===== config.mk =====
export PLATFORM = sky130hd
export DESIGN_NAME = uart_frame_link
export DESIGN_NICKNAME = d
export VERILOG_FILES = /design/src/rtl/uart_frame_link.sv
export SDC_FILE = /design/constraint.sdc
export NUM_CORES = 1
export LEC_CHECK = 0
export CAP_MARGIN = 5
export CORE_MARGIN = 2
export CORE_UTILIZATION = 59
export DETAILED_ROUTE_END_ITERATION = 10
export PLACE_DENSITY = 0.83
export SETUP_SLACK_MARGIN = 0.4
export SLEW_MARGIN = 40
export SYNTH_ARGS = -nofsm -noshare
export SYNTH_HDL_FRONTEND = slang
export SYNTH_SLANG_ARGS = --single-unit

===== constraint.sdc =====
create_clock -name clk -period 10.33 [get_ports clk]
set_clock_uncertainty 0.15 [all_clocks]
set_input_delay 2.066 -clock clk [delete_from_list [all_inputs] [get_ports clk]]
set_output_delay 2.066 -clock clk [all_outputs]
set_load 0.02 [all_outputs]

===== src/rtl/uart_frame_link.sv =====
// Framed multi-channel link layer between a byte-level uart core and board I/O.
// Define UART_FRAME_LINK_STATS_EN to build the saturating good/error frame counters.
module uart_frame_link #(
  parameter int          NUM_CHANNELS  = 4,
  parameter int          CHANNEL_BYTES = 2,
  parameter logic [7:0]  SOF_BYTE      = 8'hA5,
  parameter int          TX_PERIOD     = 5_000_000,
  parameter int          RX_TIMEOUT    = 50_000
) (
  input  logic                                      clk,
  input  logic                                      reset,
  input  logic                                      ena,
  input  logic [7:0]                                rx_data,
  input  logic                                      rx_valid,
  output logic [7:0]                                tx_data,
  output logic                                      tx_valid,
  input  logic                                      tx_ready,
  input  logic [NUM_CHANNELS*CHANNEL_BYTES*8-1:0]   in_data,
  input  logic                                      send_req,
  output logic [NUM_CHANNELS*CHANNEL_BYTES*8-1:0]   out_data,
  output logic [NUM_CHANNELS-1:0]                   out_update,
  output logic                                      frame_error,
  output logic                                      tx_busy,
  output logic [15:0]                               good_count,
  output logic [15:0]                               err_count
);

  localparam int SLOT_W = CHANNEL_BYTES * 8;
  localparam int W      = NUM_CHANNELS * SLOT_W;

  typedef enum logic [1:0] {R_IDLE, R_CHAN, R_PAY, R_CSUM} rx_state_e;
  typedef enum logic [2:0] {T_IDLE, T_SOF, T_CHAN, T_PAY, T_CSUM} tx_state_e;

  rx_state_e               rx_state_q, rx_state_d;
  logic [6:0]              rx_chan_q, rx_chan_d;
  logic [7:0]              rx_csum_q, rx_csum_d;
  logic [4:0]              rx_cnt_q, rx_cnt_d;
  logic [SLOT_W-1:0]       rx_shadow_q, rx_shadow_d;
  logic [31:0]             rx_tmo_q, rx_tmo_d;
  logic [W-1:0]            out_data_q, out_data_d;
  logic [NUM_CHANNELS-1:0] out_update_q, out_update_d;
  logic                    frame_error_q, frame_error_d;
  logic                    commit_s;

  tx_state_e               tx_state_q, tx_state_d;
  logic [6:0]              tx_chan_q, tx_chan_d;
  logic [4:0]              tx_cnt_q, tx_cnt_d;
  logic [7:0]              tx_csum_q, tx_csum_d;
  logic [SLOT_W-1:0]       tx_shift_q, tx_shift_d;
  logic [W-1:0]            tx_snap_q, tx_snap_d;
  logic [7:0]              tx_data_q, tx_data_d;
  logic                    tx_valid_q, tx_valid_d;
  logic                    tx_busy_q, tx_busy_d;
  logic                    pending_q, pending_d;
  logic [31:0]             timer_q, timer_d;
  logic                    timer_hit_s, trigger_s, xfer_s;
  logic [SLOT_W-1:0]       tx_slot_s;

  // RX parser: frame assembly, checksum verification and idle timeout
  always_comb begin
    rx_state_d    = rx_state_q;
    rx_chan_d     = rx_chan_q;
    rx_csum_d     = rx_csum_q;
    rx_cnt_d      = rx_cnt_q;
    rx_shadow_d   = rx_shadow_q;
    rx_tmo_d      = rx_tmo_q;
    out_data_d    = out_data_q;
    out_update_d  = '0;
    frame_error_d = 1'b0;
    commit_s      = 1'b0;
    if (rx_valid) begin
      rx_tmo_d = 32'd0;
      case (rx_state_q)
        R_IDLE: begin
          if (rx_data == SOF_BYTE) rx_state_d = R_CHAN;
          else                     rx_state_d = R_IDLE;
        end
        R_CHAN: begin
          if (rx_data >= 8'(NUM_CHANNELS)) begin
            frame_error_d = 1'b1;
            rx_state_d    = R_IDLE;
          end else begin
            rx_chan_d  = rx_data[6:0];
            rx_csum_d  = rx_data;
            rx_cnt_d   = 5'd0;
            rx_state_d = R_PAY;
          end
        end
        R_PAY: begin
          rx_shadow_d = SLOT_W'(rx_shadow_q << 8) | SLOT_W'(rx_data);
          rx_csum_d   = rx_csum_q ^ rx_data;
          if (rx_cnt_q == 5'(CHANNEL_BYTES - 1)) rx_state_d = R_CSUM;
          else                                   rx_cnt_d   = rx_cnt_q + 5'd1;
        end
        R_CSUM: begin
          if (rx_data == rx_csum_q) begin
            commit_s = 1'b1;
            out_data_d[rx_chan_q*SLOT_W +: SLOT_W] = rx_shadow_q;
            out_update_d = NUM_CHANNELS'(1'b1) << rx_chan_q;
          end else begin
            frame_error_d = 1'b1;
          end
          rx_state_d = R_IDLE;
        end
        default: rx_state_d = R_IDLE;
      endcase
    end else if (rx_state_q != R_IDLE) begin
      if (rx_tmo_q == 32'(RX_TIMEOUT - 1)) begin
        frame_error_d = 1'b1;
        rx_state_d    = R_IDLE;
        rx_tmo_d      = 32'd0;
      end else begin
        rx_tmo_d = rx_tmo_q + 32'd1;
      end
    end else begin
      rx_tmo_d = 32'd0;
    end
  end

  // RX state register; a reset mid-frame simply drops the partial frame
  always_ff @(posedge clk) begin
    if (reset) begin
      rx_state_q    <= R_IDLE;
      rx_chan_q     <= 7'd0;
      rx_csum_q     <= 8'd0;
      rx_cnt_q      <= 5'd0;
      rx_shadow_q   <= '0;
      rx_tmo_q      <= 32'd0;
      out_data_q    <= '0;
      out_update_q  <= '0;
      frame_error_q <= 1'b0;
    end else if (ena) begin
      rx_state_q    <= rx_state_d;
      rx_chan_q     <= rx_chan_d;
      rx_csum_q     <= rx_csum_d;
      rx_cnt_q      <= rx_cnt_d;
      rx_shadow_q   <= rx_shadow_d;
      rx_tmo_q      <= rx_tmo_d;
      out_data_q    <= out_data_d;
      out_update_q  <= out_update_d;
      frame_error_q <= frame_error_d;
    end
  end

  assign tx_slot_s = tx_snap_q[tx_chan_q*SLOT_W +: SLOT_W];
  assign xfer_s    = tx_valid_q & tx_ready & ena;
  assign trigger_s = send_req | timer_hit_s;

  // TX period timer and burst serialiser; the checksum accumulates each byte as it leaves
  always_comb begin
    timer_d     = timer_q;
    timer_hit_s = 1'b0;
    tx_state_d  = tx_state_q;
    tx_chan_d   = tx_chan_q;
    tx_cnt_d    = tx_cnt_q;
    tx_csum_d   = tx_csum_q;
    tx_shift_d  = tx_shift_q;
    tx_snap_d   = tx_snap_q;
    tx_data_d   = tx_data_q;
    tx_valid_d  = tx_valid_q;
    tx_busy_d   = tx_busy_q;
    pending_d   = pending_q;
    if (TX_PERIOD == 0) begin
      timer_d = 32'd0;
    end else if (timer_q == 32'(TX_PERIOD - 1)) begin
      timer_hit_s = 1'b1;
      timer_d     = 32'd0;
    end else begin
      timer_d = timer_q + 32'd1;
    end
    if (trigger_s && tx_busy_q) pending_d = 1'b1;
    else                        pending_d = pending_q;
    case (tx_state_q)
      T_IDLE: begin
        if (trigger_s || pending_q) begin
          tx_snap_d  = in_data;
          tx_chan_d  = 7'd0;
          tx_data_d  = SOF_BYTE;
          tx_valid_d = 1'b1;
          tx_busy_d  = 1'b1;
          pending_d  = 1'b0;
          tx_state_d = T_SOF;
        end else begin
          tx_state_d = T_IDLE;
        end
      end
      T_SOF: begin
        if (xfer_s) begin
          tx_data_d  = {1'b0, tx_chan_q};
          tx_state_d = T_CHAN;
        end else begin
          tx_state_d = T_SOF;
        end
      end
      T_CHAN: begin
        if (xfer_s) begin
          tx_csum_d  = tx_data_q;
          tx_data_d  = tx_slot_s[SLOT_W-1 -: 8];
          tx_shift_d = SLOT_W'(tx_slot_s << 8);
          tx_cnt_d   = 5'd0;
          tx_state_d = T_PAY;
        end else begin
          tx_state_d = T_CHAN;
        end
      end
      T_PAY: begin
        if (xfer_s) begin
          tx_csum_d = tx_csum_q ^ tx_data_q;
          if (tx_cnt_q == 5'(CHANNEL_BYTES - 1)) begin
            tx_data_d  = tx_csum_q ^ tx_data_q;
            tx_state_d = T_CSUM;
          end else begin
            tx_data_d  = tx_shift_q[SLOT_W-1 -: 8];
            tx_shift_d = SLOT_W'(tx_shift_q << 8);
            tx_cnt_d   = tx_cnt_q + 5'd1;
          end
        end else begin
          tx_state_d = T_PAY;
        end
      end
      T_CSUM: begin
        if (xfer_s && (tx_chan_q == 7'(NUM_CHANNELS - 1))) begin
          tx_valid_d = 1'b0;
          tx_busy_d  = 1'b0;
          tx_state_d = T_IDLE;
        end else if (xfer_s) begin
          tx_chan_d  = tx_chan_q + 7'd1;
          tx_data_d  = SOF_BYTE;
          tx_state_d = T_SOF;
        end else begin
          tx_state_d = T_CSUM;
        end
      end
      default: tx_state_d = T_IDLE;
    endcase
  end

  // TX state register
  always_ff @(posedge clk) begin
    if (reset) begin
      timer_q    <= 32'd0;
      tx_state_q <= T_IDLE;
      tx_chan_q  <= 7'd0;
      tx_cnt_q   <= 5'd0;
      tx_csum_q  <= 8'd0;
      tx_shift_q <= '0;
      tx_snap_q  <= '0;
      tx_data_q  <= 8'd0;
      tx_valid_q <= 1'b0;
      tx_busy_q  <= 1'b0;
      pending_q  <= 1'b0;
    end else if (ena) begin
      timer_q    <= timer_d;
      tx_state_q <= tx_state_d;
      tx_chan_q  <= tx_chan_d;
      tx_cnt_q   <= tx_cnt_d;
      tx_csum_q  <= tx_csum_d;
      tx_shift_q <= tx_shift_d;
      tx_snap_q  <= tx_snap_d;
      tx_data_q  <= tx_data_d;
      tx_valid_q <= tx_valid_d;
      tx_busy_q  <= tx_busy_d;
      pending_q  <= pending_d;
    end
  end

`ifdef UART_FRAME_LINK_STATS_EN
  logic [15:0] good_q, err_q;

  // Saturating frame statistics
  always_ff @(posedge clk) begin
    if (reset) begin
      good_q <= 16'd0;
      err_q  <= 16'd0;
    end else if (ena) begin
      if (commit_s && (good_q != 16'hFFFF))     good_q <= good_q + 16'd1;
      if (frame_error_d && (err_q != 16'hFFFF)) err_q  <= err_q + 16'd1;
    end
  end

  assign good_count = good_q;
  assign err_count  = err_q;
`else
  assign good_count = 16'd0;
  assign err_count  = 16'd0;
`endif

  assign out_data    = out_data_q;
  assign out_update  = out_update_q;
  assign frame_error = frame_error_q;
  assign tx_data     = tx_data_q;
  assign tx_valid    = tx_valid_q;
  assign tx_busy     = tx_busy_q;

endmodule


**Yosys cells after proc, flatten, opt, wreduce, memory -nomap -nowiden**

Index checks and enable logic that the tools add are counted.

- Register bits: 284

- Add/subtract/negate cells: 6
- $lt $le $gt $ge: 1
- Equal/unequal tests: 26
- Shifts and indexed selects: 4
- Multiplexer cells: 64
- Bitwise operators: 7
- Reduce and logical (&&, ||, !) cells: 25

Operators with widths:

| operator | number |
|---|---|
| 32-bit two-way mux | 4 |
| 8-bit two-way mux | 10 |
| 32-bit by 1-bit adder with 32-bit output, second input constant | 2 |
| 64-bit bitwise mux | 1 |
| 16-bit by 34-bit variable shift with 64-bit output, first input constant | 1 |
| 16-bit by 34-bit variable part select with 64-bit output | 1 |
| 64-bit by 12-bit variable part select with 16-bit output | 1 |
| 16-bit two-way mux | 3 |
| 8-bit case mux with 5 select lines | 1 |
| 11-bit negator with 34-bit output | 1 |
| 32-bit by 16-bit == test with 1-bit output, second input constant | 1 |
| 32-bit by 23-bit == test with 1-bit output, second input constant | 1 |
| 16-bit case mux with 2 select lines | 1 |
| 8-bit case mux with 2 select lines | 2 |
| 5-bit two-way mux | 5 |
| 4-bit AND reduction | 6 |
| 7-bit two-way mux | 3 |
| 2-bit inequality test, second input constant | 10 |
| 5-bit case mux with 2 select lines | 2 |
| 16-bit by 8-bit OR with 16-bit output | 1 |
| 8-bit XOR | 2 |
| 3-bit case mux with 5 select lines | 1 |
| 5-bit AND reduction | 3 |
| 1-bit two-way mux | 14 |
| 32 further kinds | 56 |

**Depth between registers and ports, before layout**

Gate-level depths: netlist of the first run.

- Word-level depth: 7
- Mapped depth: 14
- Mapped depth without buffers: 11

**Worst setup path after synthesis of the first run**

No wires, ideal clock.

- Path kind: input-to-reg
- Start point: in ena
- End point: reg out_data_q[22] (netlist: out_data[22])
- Setup time: 132 ps
- Arrival: 3,911 ps
- Slack: 6,137 ps
- Stages on the path: 9
- Buffers on the path: 3
- Cells stage by stage: clkbuf_1 > and3_1 > nand3_1 > or4_1 > or4_1 > buf_2 > buf_6 > nand2_1 > a21oi_1

- Cells in the longest elaborated chain, start to end: 1

RTL lines:

| what | RTL line | text |
|---|---|---|
| from (decl) | 12 | `input logic ena,` |
| 4-bit AND reduction (no line) | - |  |
| to (signal assigned) | 139 | `out_data_q <= out_data_d;` |
| to (decl) | 40 | `logic [W-1:0] out_data_q, out_data_d;` |

Every way passes these cells.
A chain may end at the register's enable or synchronous reset.

**Worst setup path after layout of the first run**

- Start point: in ena
- End point: reg out_data_q[25] (netlist: out_data[25])

The elaborated chain is that of the path after synthesis.

==> results of run 1 <==
cell usage after synthesis, types with 2 or more instances:
cell type  count  share of area, %
o2111ai_1      2              0.14
or2_2          3              0.15
nor4bb_1       3              0.24
xor2_1        45               3.2
and3_1        15              0.75
nor4b_1        6              0.42
buf_6          3              0.27
clkbuf_1      72               2.2
a311oi_1       2              0.14
o21ai_0       37               1.5
and4_1         9              0.63
or4_1          3              0.18
nor3_1        24              0.96
mux4_2        16               2.9
nand3_1       69               2.8
ha_1           9              0.90
buf_4         33               2.0
nor4_1        13              0.65
mux2i_1       18               1.4
a22oi_1       18               1.1
buf_2         11              0.44
nor3b_1        4              0.24
o211ai_1       4              0.24
xnor2_1       46               3.2
dfxtp_1      276                44
o21a_1         5              0.30
nor2_1       159               4.8
nand2b_1      27               1.4
o21ai_1        3              0.12
a2111oi_0      6              0.42
a21o_1         3              0.18
a31oi_1        5              0.25
o31a_1         2              0.14
a21oi_1      165               6.6
nor2b_1        9              0.45
and2_1         8              0.40
a211o_1        2              0.14
nand4_1       24               1.2
a211oi_1      16              0.96
inv_1         15              0.45
nand2_1      261               7.9
nor4_2         2              0.20
nand3b_1      24               1.4
tightest hold or removal path: cells and delay by family (launching register included):
kind             cells  cell delay, ns
flip-flops           1            0.30
AO/OA/AOI/OAI        1            0.05
AND/OR/NAND/NOR      1            0.05
per-layer routing:
| layer | share of wire [%] | routed length, µm | global-route usage [%] | vias up |
|---|---|---|---|---|
| li1 | - | - | - | 5291 |
| met1 | 43 | 13300 | 36.6 | 5095 |
| met2 | 47 | 14500 | 44.8 | 410 |
| met3 | 6.6 | 2030 | 3.55 | 70 |
| met4 | 2.6 | 799 | 7.71 | 0 |
| met5 | 0 | 0 | 0 | - |
state kept, by name, indices dropped and copies added (netlist names), 4 cells and up:
| register | cells |
|---|---|
| rx_csum_q | 8 |
| rx_shadow_q | 16 |
| tx_csum_q | 8 |
| tx_snap_q | 64 |
| tx_shift_q | 8 |
| out_data | 64 |
| tx_chan_q | 7 |
| rx_cnt_q | 5 |
| tx_cnt_q | 5 |
| rx_chan_q | 7 |
| timer_q | 32 |
| tx_data | 8 |
| rx_tmo_q | 32 |
| out_update | 4 |
power by group through the flow:
stage	clock network, mW	registers (mW)	logic [mW]
floorplan	0	1.11	0.0830
global placement	0	1.12	0.126
CTS	1.02	1.09	0.129
detailed placement	0	1.12	0.128
finish	1.01	1.09	0.130
global route	1.07	1.09	0.141
area by class of cell:
class                           count  area, µm²
Timing Repair Buffer              167       1650
Clock buffer                       40        847
Sequential cell                   276       5530
Fill cell                        1612       5940
Clock inverter                      5       75.1
Inverter                           16       60.1
Multi-Input combinational cell   1114       6450
Tap cell                          275        344
cells by family (layout without fill, tap and decap cells):
family / after synthesis / after routing / share of synthesized area [%]
compound gates: 275 / 275 / 12.9
xor+xnor: 91 / 91 / 6.40
fa+ha+maj: 9 / 9 / 0.904
buf+inv: 136 / 228 / 5.39
flops: 276 / 276 / 44.4
mux: 35 / 35 / 4.43
other cells: 1 / 32 / 0.0301
simple gates: 672 / 672 / 25.6
path summary, 6_finish.rpt:
| kind | start | end | cells past startpoint |
|---|---|---|---|
| setup / recovery | ena | out_data[25] | 8 |
| hold / removal | tx_snap_q[2] | tx_snap_q[2] | 2 |
| setup reg to reg | rx_chan_q[0] | out_data[62] | 11 |
| hold reg to reg | tx_snap_q[2] | tx_snap_q[2] | 2 |
==> impl_metrics.env, run 1 <==
export IMPL_outcome="finished, final reports clean"
export IMPL_seq_area_frac_synth_pct=44.4
export IMPL_fin_crit_sh_pct=44.9
export IMPL_drc=0
export IMPL_sw_frac_of_total_pct=21.8
export IMPL_routabilityCongestion=0.926
export IMPL_arrival_ns=4.87
export IMPL_synth_seq_cells=276
export IMPL_start_kind="input pin"
export IMPL_total_power_mw=2.23
export IMPL_antenna_cells=0
export IMPL_viasPerCell=5.74
export IMPL_die_w_um=149
export IMPL_placed_area_mm2=0.0140
export IMPL_wl_um=30700
export IMPL_io_buffers=156
export IMPL_drv_slew=0
export IMPL_postRouteAntennaNets=0
export IMPL_ff2ff_setup_slack_ns=6.46
export IMPL_vias=10900
export IMPL_area_delta_synth_final_pct=20.0
export IMPL_design_area_mm2=0.0149
export IMPL_row_count=53
export IMPL_cp_data_required_time_ns=10.56
export IMPL_clkPwrFrac_pct=45.2
export IMPL_power_leakage_nw=5.01
export IMPL_grt_start_max_net_pins=107
export IMPL_synth_edf_count=0
export IMPL_cts_setup_buffers=0
export IMPL_crit_chain="clkdlybuf4s50_1, buf_4, and3_1, nand3_1, or4_1, or4_1, nand2_1, a21oi_1"
export IMPL_slew_headroom_pct=44.1
export IMPL_crit_fanout=36
export IMPL_worstMarginPinSlew_ns=0.831
export IMPL_dp_cells=1846
export IMPL_die_area_mm2=0.0223
export IMPL_critPathKind="input pin to flip-flop"
export IMPL_holdCritPathClass="flip-flop to flip-flop"
export IMPL_drtPass1Iterations=5
export IMPL_cp_slowest_cell="or4_1"
export IMPL_num_nets_final=1690
export IMPL_max_cap_violations=0
export IMPL_grt_use_total_pct=26.8
export IMPL_place_ws_ns=5.20
export IMPL_grt_pass1_wl_um=49700
export IMPL_p_seq_share_pct=49.0
export IMPL_drive_above_1_share_pct=5.93
export IMPL_cts_tree="done"
export IMPL_hold_viol=0
export IMPL_core_mm2=0.0209
export IMPL_end_kind="flip-flop"
export IMPL_hpwl_um=20600
export IMPL_grt_pass1_vias=10100
export IMPL_syn_area_mm2=0.0125
export IMPL_crit_top_cell="or4_1"
export IMPL_max_freq_mhz=215
export IMPL_fin_util_pct=71.6
export IMPL_cts_buffer_depth=3
export IMPL_cp_num_buf_inv=2
export IMPL_htreeDepth=1
export IMPL_cts_resized=0
export IMPL_fin_setup_tns_ns=0
export IMPL_clk_pin_slew_worst_paths_ns=0.06
export IMPL_holdBufCountCts=0
export IMPL_crit_family="simple AND/OR/NAND/NOR gates"
export IMPL_power_density_mw_per_mm2=149
export IMPL_ys_warn_count=0
export IMPL_p_sw_mw=0.488
export IMPL_io_pins=189
export IMPL_final_common_cell="dfxtp_1"
export IMPL_dieHeight_um=149
export IMPL_cts_root_buffer="clkbuf_16"
export IMPL_wl_per_cell_um=16.2
export IMPL_setup_viol=0
export IMPL_synth_cells=1495
export IMPL_numCtsBuffers=28
export IMPL_p_int_mw=1.75
export IMPL_ys_flop_type="dfxtp_1"
export IMPL_avgSynthCellArea_um2=8.33
export IMPL_whs_ns=0.302
export IMPL_grt_ovfl_total=0
export IMPL_antenna_found_initial=0
export IMPL_vdd_ir_drop_max_uv=115
export IMPL_crit_path_max_incr_delay_ns=0.82
export IMPL_final_cell_mix="dfxtp_1, nand2_1, a21oi_1, nor2_1, clkdlybuf4s50_1"
export IMPL_asyncSetResetFlopFracSynth_pct=0
export IMPL_rsz0062_at_grt="no"
export IMPL_clkLatencyLatePin_ns=0.53
export IMPL_layout_setup_ws_ns=5.69
export IMPL_stdcell_count=1893
export IMPL_yosysUniqueCellTypes=61
export IMPL_start_util_pct=59.6
export IMPL_power_frac_comb_pct=5.8
export IMPL_clock_sinks=276
export IMPL_post_route_min_period_ns=4.64
export IMPL_dr_first_iter_drc_count=854
No activity file was read; power rests on OpenSTA's default activity.
==> run 2, diff against run 1 <==
CORE_UTILIZATION = 49   (was 59)
PLACE_DENSITY = 0.73   (was 0.83)
clock period = 4.2 ns   (was 10.33 ns; I/O delays follow)
==> run 2 against run 1 <==
  * Sequential cell count is the same
  * Non-clock buffer count grew 11
  * Count of clock-buffer cells in the layout grew 4
  * Via count shrank 1.8%
  * Worst hold slack lost 0.0022 ns
  * Clock power grew to 2.6 times the previous value
  * Critical path depth grew 2
  * Routed wire length shrank 1.0%
  * Final area grew 1.6%
  * Largest cell class unchanged
  * Die area grew 20%
  * Register-to-register slack lost 5.8 ns
==> impl_metrics.env, run 2 (synthesized netlist as in run 1, its figures left out) <==
export IMPL_grt_pass1_vias=9744
export IMPL_viasPerCell=5.42
export IMPL_stdcell_count=1967
export IMPL_slew_headroom_pct=48.1
export IMPL_antenna_found_initial=0
export IMPL_postRouteAntennaNets=0
export IMPL_cts_tree="done"
export IMPL_routabilityCongestion=0.819
export IMPL_end_kind="flip-flop"
export IMPL_crit_fanout=16
export IMPL_drc=0
export IMPL_drive_above_1_share_pct=6.90
export IMPL_crit_chain="inv_1, ha_1, nor2b_1, and2_1, ha_1, or3b_2, o2111a_1, or4_4, nand2_1, a21oi_1"
export IMPL_cp_data_required_time_ns=4.44
export IMPL_outcome="finished, final reports clean"
export IMPL_hold_viol=0
export IMPL_max_cap_violations=0
export IMPL_die_area_mm2=0.0267
export IMPL_post_route_min_period_ns=3.55
export IMPL_hold_path_depth=2
export IMPL_setup_viol=0
export IMPL_cts_buffer_depth=3
export IMPL_crit_family="simple AND/OR/NAND/NOR gates"
export IMPL_start_kind="flip-flop"
export IMPL_io_buffers=156
export IMPL_cts_root_buffer="clkbuf_16"
export IMPL_final_cell_mix="dfxtp_1, nand2_1, a21oi_1, nor2_1, clkdlybuf4s50_1"
export IMPL_grt_use_total_pct=22.3
export IMPL_htreeDepth=1
export IMPL_area_delta_synth_final_pct=22.0
export IMPL_wl_per_cell_um=15.4
export IMPL_num_nets_final=1702
export IMPL_max_freq_mhz=282
export IMPL_holdCritPathClass="flip-flop to flip-flop"
export IMPL_holdBufCountCts=0
export IMPL_clock_sinks=276
export IMPL_clkLatencyLatePin_ns=0.54
export IMPL_vias=10700
export IMPL_core_mm2=0.0250
export IMPL_dr_first_iter_drc_count=860
export IMPL_final_common_cell="dfxtp_1"
export IMPL_crit_path_max_incr_delay_ns=0.69
export IMPL_r2r_start="rx_chan_q[0]"
export IMPL_crit_top_cell="ha_1"
export IMPL_antenna_cells=0
export IMPL_hpwl_um=20800
export IMPL_power_density_mw_per_mm2=371
export IMPL_clk_pin_slew_worst_paths_ns=0.06
export IMPL_hold_start="out_data[36]"
export IMPL_vdd_ir_drop_max_uv=292
export IMPL_whs_ns=0.300
export IMPL_fin_setup_tns_ns=0
export IMPL_start_util_pct=49.7
export IMPL_holdPathEnd="out_data[36]"
export IMPL_rsz0062_at_grt="no"
export IMPL_fin_crit_sh_pct=84.5
export IMPL_power_leakage_nw=5.13
export IMPL_numCtsBuffers=29
export IMPL_grt_pass1_wl_um=49200
export IMPL_drv_slew=0
export IMPL_cp_slowest_cell="or4_4"
export IMPL_worstMarginPinSlew_ns=0.777
export IMPL_ff2ff_setup_slack_ns=0.65
export IMPL_wl_um=30300
export IMPL_reg2reg_depth=10
export IMPL_reg2reg_to="out_data[25]"
export IMPL_critPathKind="flip-flop to flip-flop"
export IMPL_arrival_ns=3.79
export IMPL_row_count=58
export IMPL_dieHeight_um=163
export IMPL_die_w_um=163
export IMPL_grt_ovfl_total=0
export IMPL_cp_num_buf_inv=1
export IMPL_grt_start_max_net_pins=142
export IMPL_io_pins=189
export IMPL_dp_cells=1914
export IMPL_drtPass1Iterations=5
[run 2: cell types whose count changed in the layout (fill, tap and decap cells not counted), moves of 2 or more]
cell / delta
clkbuf_8: +4
buf_12: +2
a21oi_1: +2
a21oi_2: -2
buf_4: +10
clkinv_2: +3
[run 2: routing by layer]
metal  global-route usage (%)  part of all wire (%)  up-vias  wire length (µm)
met3                     2.74                   5.9       42              1790
met5                        0                     0        -                 0
met4                     5.11                   1.6        0               479
met2                     35.7                    46      348             13900
met1                     32.1                    47     4963             14200
li1                         -                     -     5315                 -
[run 2: area by class of cell]
| type | count | area (µm²) |
|---|---|---|
| multi-input cells | 1114 | 6430 |
| clock inverters | 9 | 101 |
| inverters | 16 | 60.1 |
| clock buffers | 44 | 902 |
| well taps | 330 | 413 |
| repair buffers | 178 | 1750 |
| fillers | 2216 | 9850 |
| flip-flops and latches | 276 | 5530 |
[run 2: worst max-delay path by stage]
| stage | startpoint | endpoint | slack, ns | depth (start not counted) |
|---|---|---|---|---|
| floorplan | rx_chan_q[0] | out_data[22] | 0.77 | 13 |
| global placement | rx_data[7] | out_data[27] | 0.49 | 7 |
| detailed placement | ena | out_data[33] | 0.43 | 8 |
| CTS | rx_chan_q[0] | out_data[25] | 0.43 | 10 |
| global route | rx_chan_q[0] | out_data[16] | 0.49 | 10 |
| finish | rx_chan_q[0] | out_data[25] | 0.65 | 10 |
[run 2: per-stage QoR]
stage                     instance area [µm²]  power (mW)  utilization [%]  worst slack, ns
after floorplan                         12600        2.95                -            0.773
after global placement                  14100        3.06             56.5            0.488
after detailed placement                14200        3.07             56.6            0.429
after CTS                               15200        5.69             60.6            0.431
after global routing                    15200        5.85             60.7            0.495
final                                   15200        5.64             60.7            0.651
[run 2: worst reg2reg max path, delay by kind of cell, from the launching register on]
family | cells | cell delay [ns]
AOI/OAI and AO/OA | 2 | 0.34
buffers and inverters | 1 | 0.13
and+or+nand+nor | 5 | 1.68
DFF | 1 | 0.53
adders and majority gates | 2 | 0.58
[run 2: what timing repair did]
item | CTS | global route
setup buffers | 0 | 0
gates resized for setup | 0 | 2
endpoints found under the setup margin | 0 | 32
[run 2: report_power, final]
group	leakage (nW)	internal, mW	switching [mW]
logic	2.39	0.138	0.186
clock network	0.505	1.60	1.03
registers	2.23	2.66	0.0322
==> run 3, diff against run 2 <==
CORE_UTILIZATION = 54   (was 49)
PLACE_DENSITY = 0.77   (was 0.73)
clock period = 3.52 ns   (was 4.2 ns; I/O delays follow)
==> run 3 against run 2 <==
  * Power up 17%
  * Largest power group unchanged
  * Final area up 0.28%
  * Critical path depth unchanged
  * Core utilization up 6.6 points
  * Fmax up 17%
  * Final cell count down 1.3%
  * Sequential cell count unchanged
  * Register-to-register slack worse by 0.15 ns
  * Sequential share of layout area down 0.10 points
  * Die area down 9.0%
  * Routed wire length down 1.4%
==> impl_metrics.env, run 3 (synthesized netlist as in run 1, its figures left out) <==
export IMPL_io_pins=189
export IMPL_drive_above_1_share_pct=7.73
export IMPL_fin_crit_sh_pct=85.9
export IMPL_vdd_ir_drop_max_uv=382
export IMPL_drv_slew=0
export IMPL_core_mm2=0.0226
export IMPL_cts_root_buffer="clkbuf_16"
export IMPL_dieHeight_um=156
export IMPL_grt_pass1_wl_um=47600
export IMPL_cts_buffer_depth=3
export IMPL_io_buffers=156
export IMPL_setup_viol=0
export IMPL_grt_pass1_vias=9712
export IMPL_final_cell_mix="dfxtp_1, nand2_1, a21oi_1, nor2_1, clkdlybuf4s50_1"
export IMPL_start_kind="flip-flop"
export IMPL_numCtsBuffers=29
export IMPL_viasPerCell=5.60
export IMPL_whs_ns=0.303
export IMPL_drc=0
export IMPL_critPathKind="flip-flop to flip-flop"
export IMPL_outcome="finished, final reports clean"
export IMPL_crit_chain="inv_1, ha_2, nor2b_4, and2_1, ha_4, or3b_2, o2111a_2, or4_4, nand2_1, a21oi_1"
export IMPL_area_delta_synth_final_pct=22.3
export IMPL_cp_data_required_time_ns=3.76
export IMPL_vias=10900
export IMPL_dr_first_iter_drc_count=755
export IMPL_wl_per_cell_um=15.4
export IMPL_hold_viol=0
export IMPL_routabilityCongestion=0.895
export IMPL_cp_slowest_cell="or4_4"
export IMPL_row_count=55
export IMPL_antenna_found_initial=0
export IMPL_hpwl_um=20300
export IMPL_rsz0062_at_grt="no"
export IMPL_clock_sinks=276
export IMPL_holdCritPathClass="flip-flop to flip-flop"
export IMPL_worstMarginPinSlew_ns=0.820
export IMPL_clkLatencyLatePin_ns=0.54
export IMPL_fin_setup_tns_ns=0
export IMPL_start_util_pct=55.0
export IMPL_post_route_min_period_ns=3.02
export IMPL_die_w_um=156
export IMPL_holdBufCountCts=0
export IMPL_crit_fanout=16
export IMPL_htreeDepth=1
export IMPL_crit_path_max_incr_delay_ns=0.66
export IMPL_power_leakage_nw=5.20
export IMPL_final_common_cell="dfxtp_1"
export IMPL_cts_tree="done"
export IMPL_die_area_mm2=0.0243
export IMPL_num_nets_final=1723
export IMPL_slew_headroom_pct=44.8
export IMPL_grt_ovfl_total=0
export IMPL_end_kind="flip-flop"
export IMPL_grt_start_max_net_pins=91
export IMPL_power_density_mw_per_mm2=432
export IMPL_antenna_cells=0
export IMPL_wl_um=29900
export IMPL_max_freq_mhz=331
export IMPL_drtPass1Iterations=5
export IMPL_arrival_ns=3.26
export IMPL_grt_use_total_pct=23.5
export IMPL_clk_pin_slew_worst_paths_ns=0.06
export IMPL_postRouteAntennaNets=0
export IMPL_max_cap_violations=0
-- run 3: final timing paths --
check        slack [ns]            to    startpoint  cells after the start
max                0.50  out_data[20]  rx_chan_q[0]                     10
min reg2reg        0.30  tx_snap_q[9]  tx_snap_q[9]                      2
max reg2reg        0.50  out_data[20]  rx_chan_q[0]                     10
min                0.30  tx_snap_q[9]  tx_snap_q[9]                      2
-- run 3: power by group --
| group | total (mW) | internal, mW | leakage [nW] | switching [mW] |
|---|---|---|---|---|
| Combinational | 0.393 | 0.173 | 2.51 | 0.221 |
| Sequential | 3.21 | 3.17 | 2.23 | 0.0369 |
| Clock | 2.98 | 1.74 | 0.457 | 1.24 |
-- run 3: area by class of cell --
| class | count | area, µm² |
|---|---|---|
| Clock buffer | 37 | 796 |
| Clock inverter | 14 | 141 |
| Fill cell | 1837 | 7410 |
| Inverter | 16 | 60.1 |
| Multi-Input combinational cell | 1114 | 6430 |
| Sequential cell | 276 | 5530 |
| Tap cell | 285 | 357 |
| Timing Repair Buffer | 199 | 1920 |
-- run 3: what timing repair did --
action	in CTS	in global routing
buffers inserted	0	2
setup endpoints to repair	16	8
endpoints found under the hold margin	0	0
gates resized for setup	1	0
cloned	0	0
-- run 3: worst max-delay path, delay by kind of cell, from the launching register on --
family          cells  cell delay, ns
simple gates        5            1.56
fa+ha+maj           2            0.49
compound gates      2            0.28
buf+inv             1            0.07
flops               1            0.33
-- run 3: stage by stage --
step	total power [mW]	util, %	setup slack, ns	instances	instance area, µm²
after floorplan	3.52	-	0.422	1526	12600
after global placement	3.66	63.0	0.139	1888	14300
after detailed placement	3.67	63.0	0.0959	1888	14300
after CTS	6.63	67.2	0.484	1939	15200
after global routing	6.80	67.3	0.405	1941	15200
final	6.58	67.3	0.497	1941	15200
-- run 3: routing by layer --
metal | part of all wire (%) | GRT usage (%) | routed length [µm] | vias to the layer above
met5 | 0 | 0 | 0 | -
met4 | 2.5 | 7.08 | 738 | 0
met3 | 5.1 | 2.94 | 1520 | 51
met2 | 47 | 38.5 | 13900 | 318
met1 | 46 | 32.5 | 13700 | 5133
li1 | - | - | - | 5371
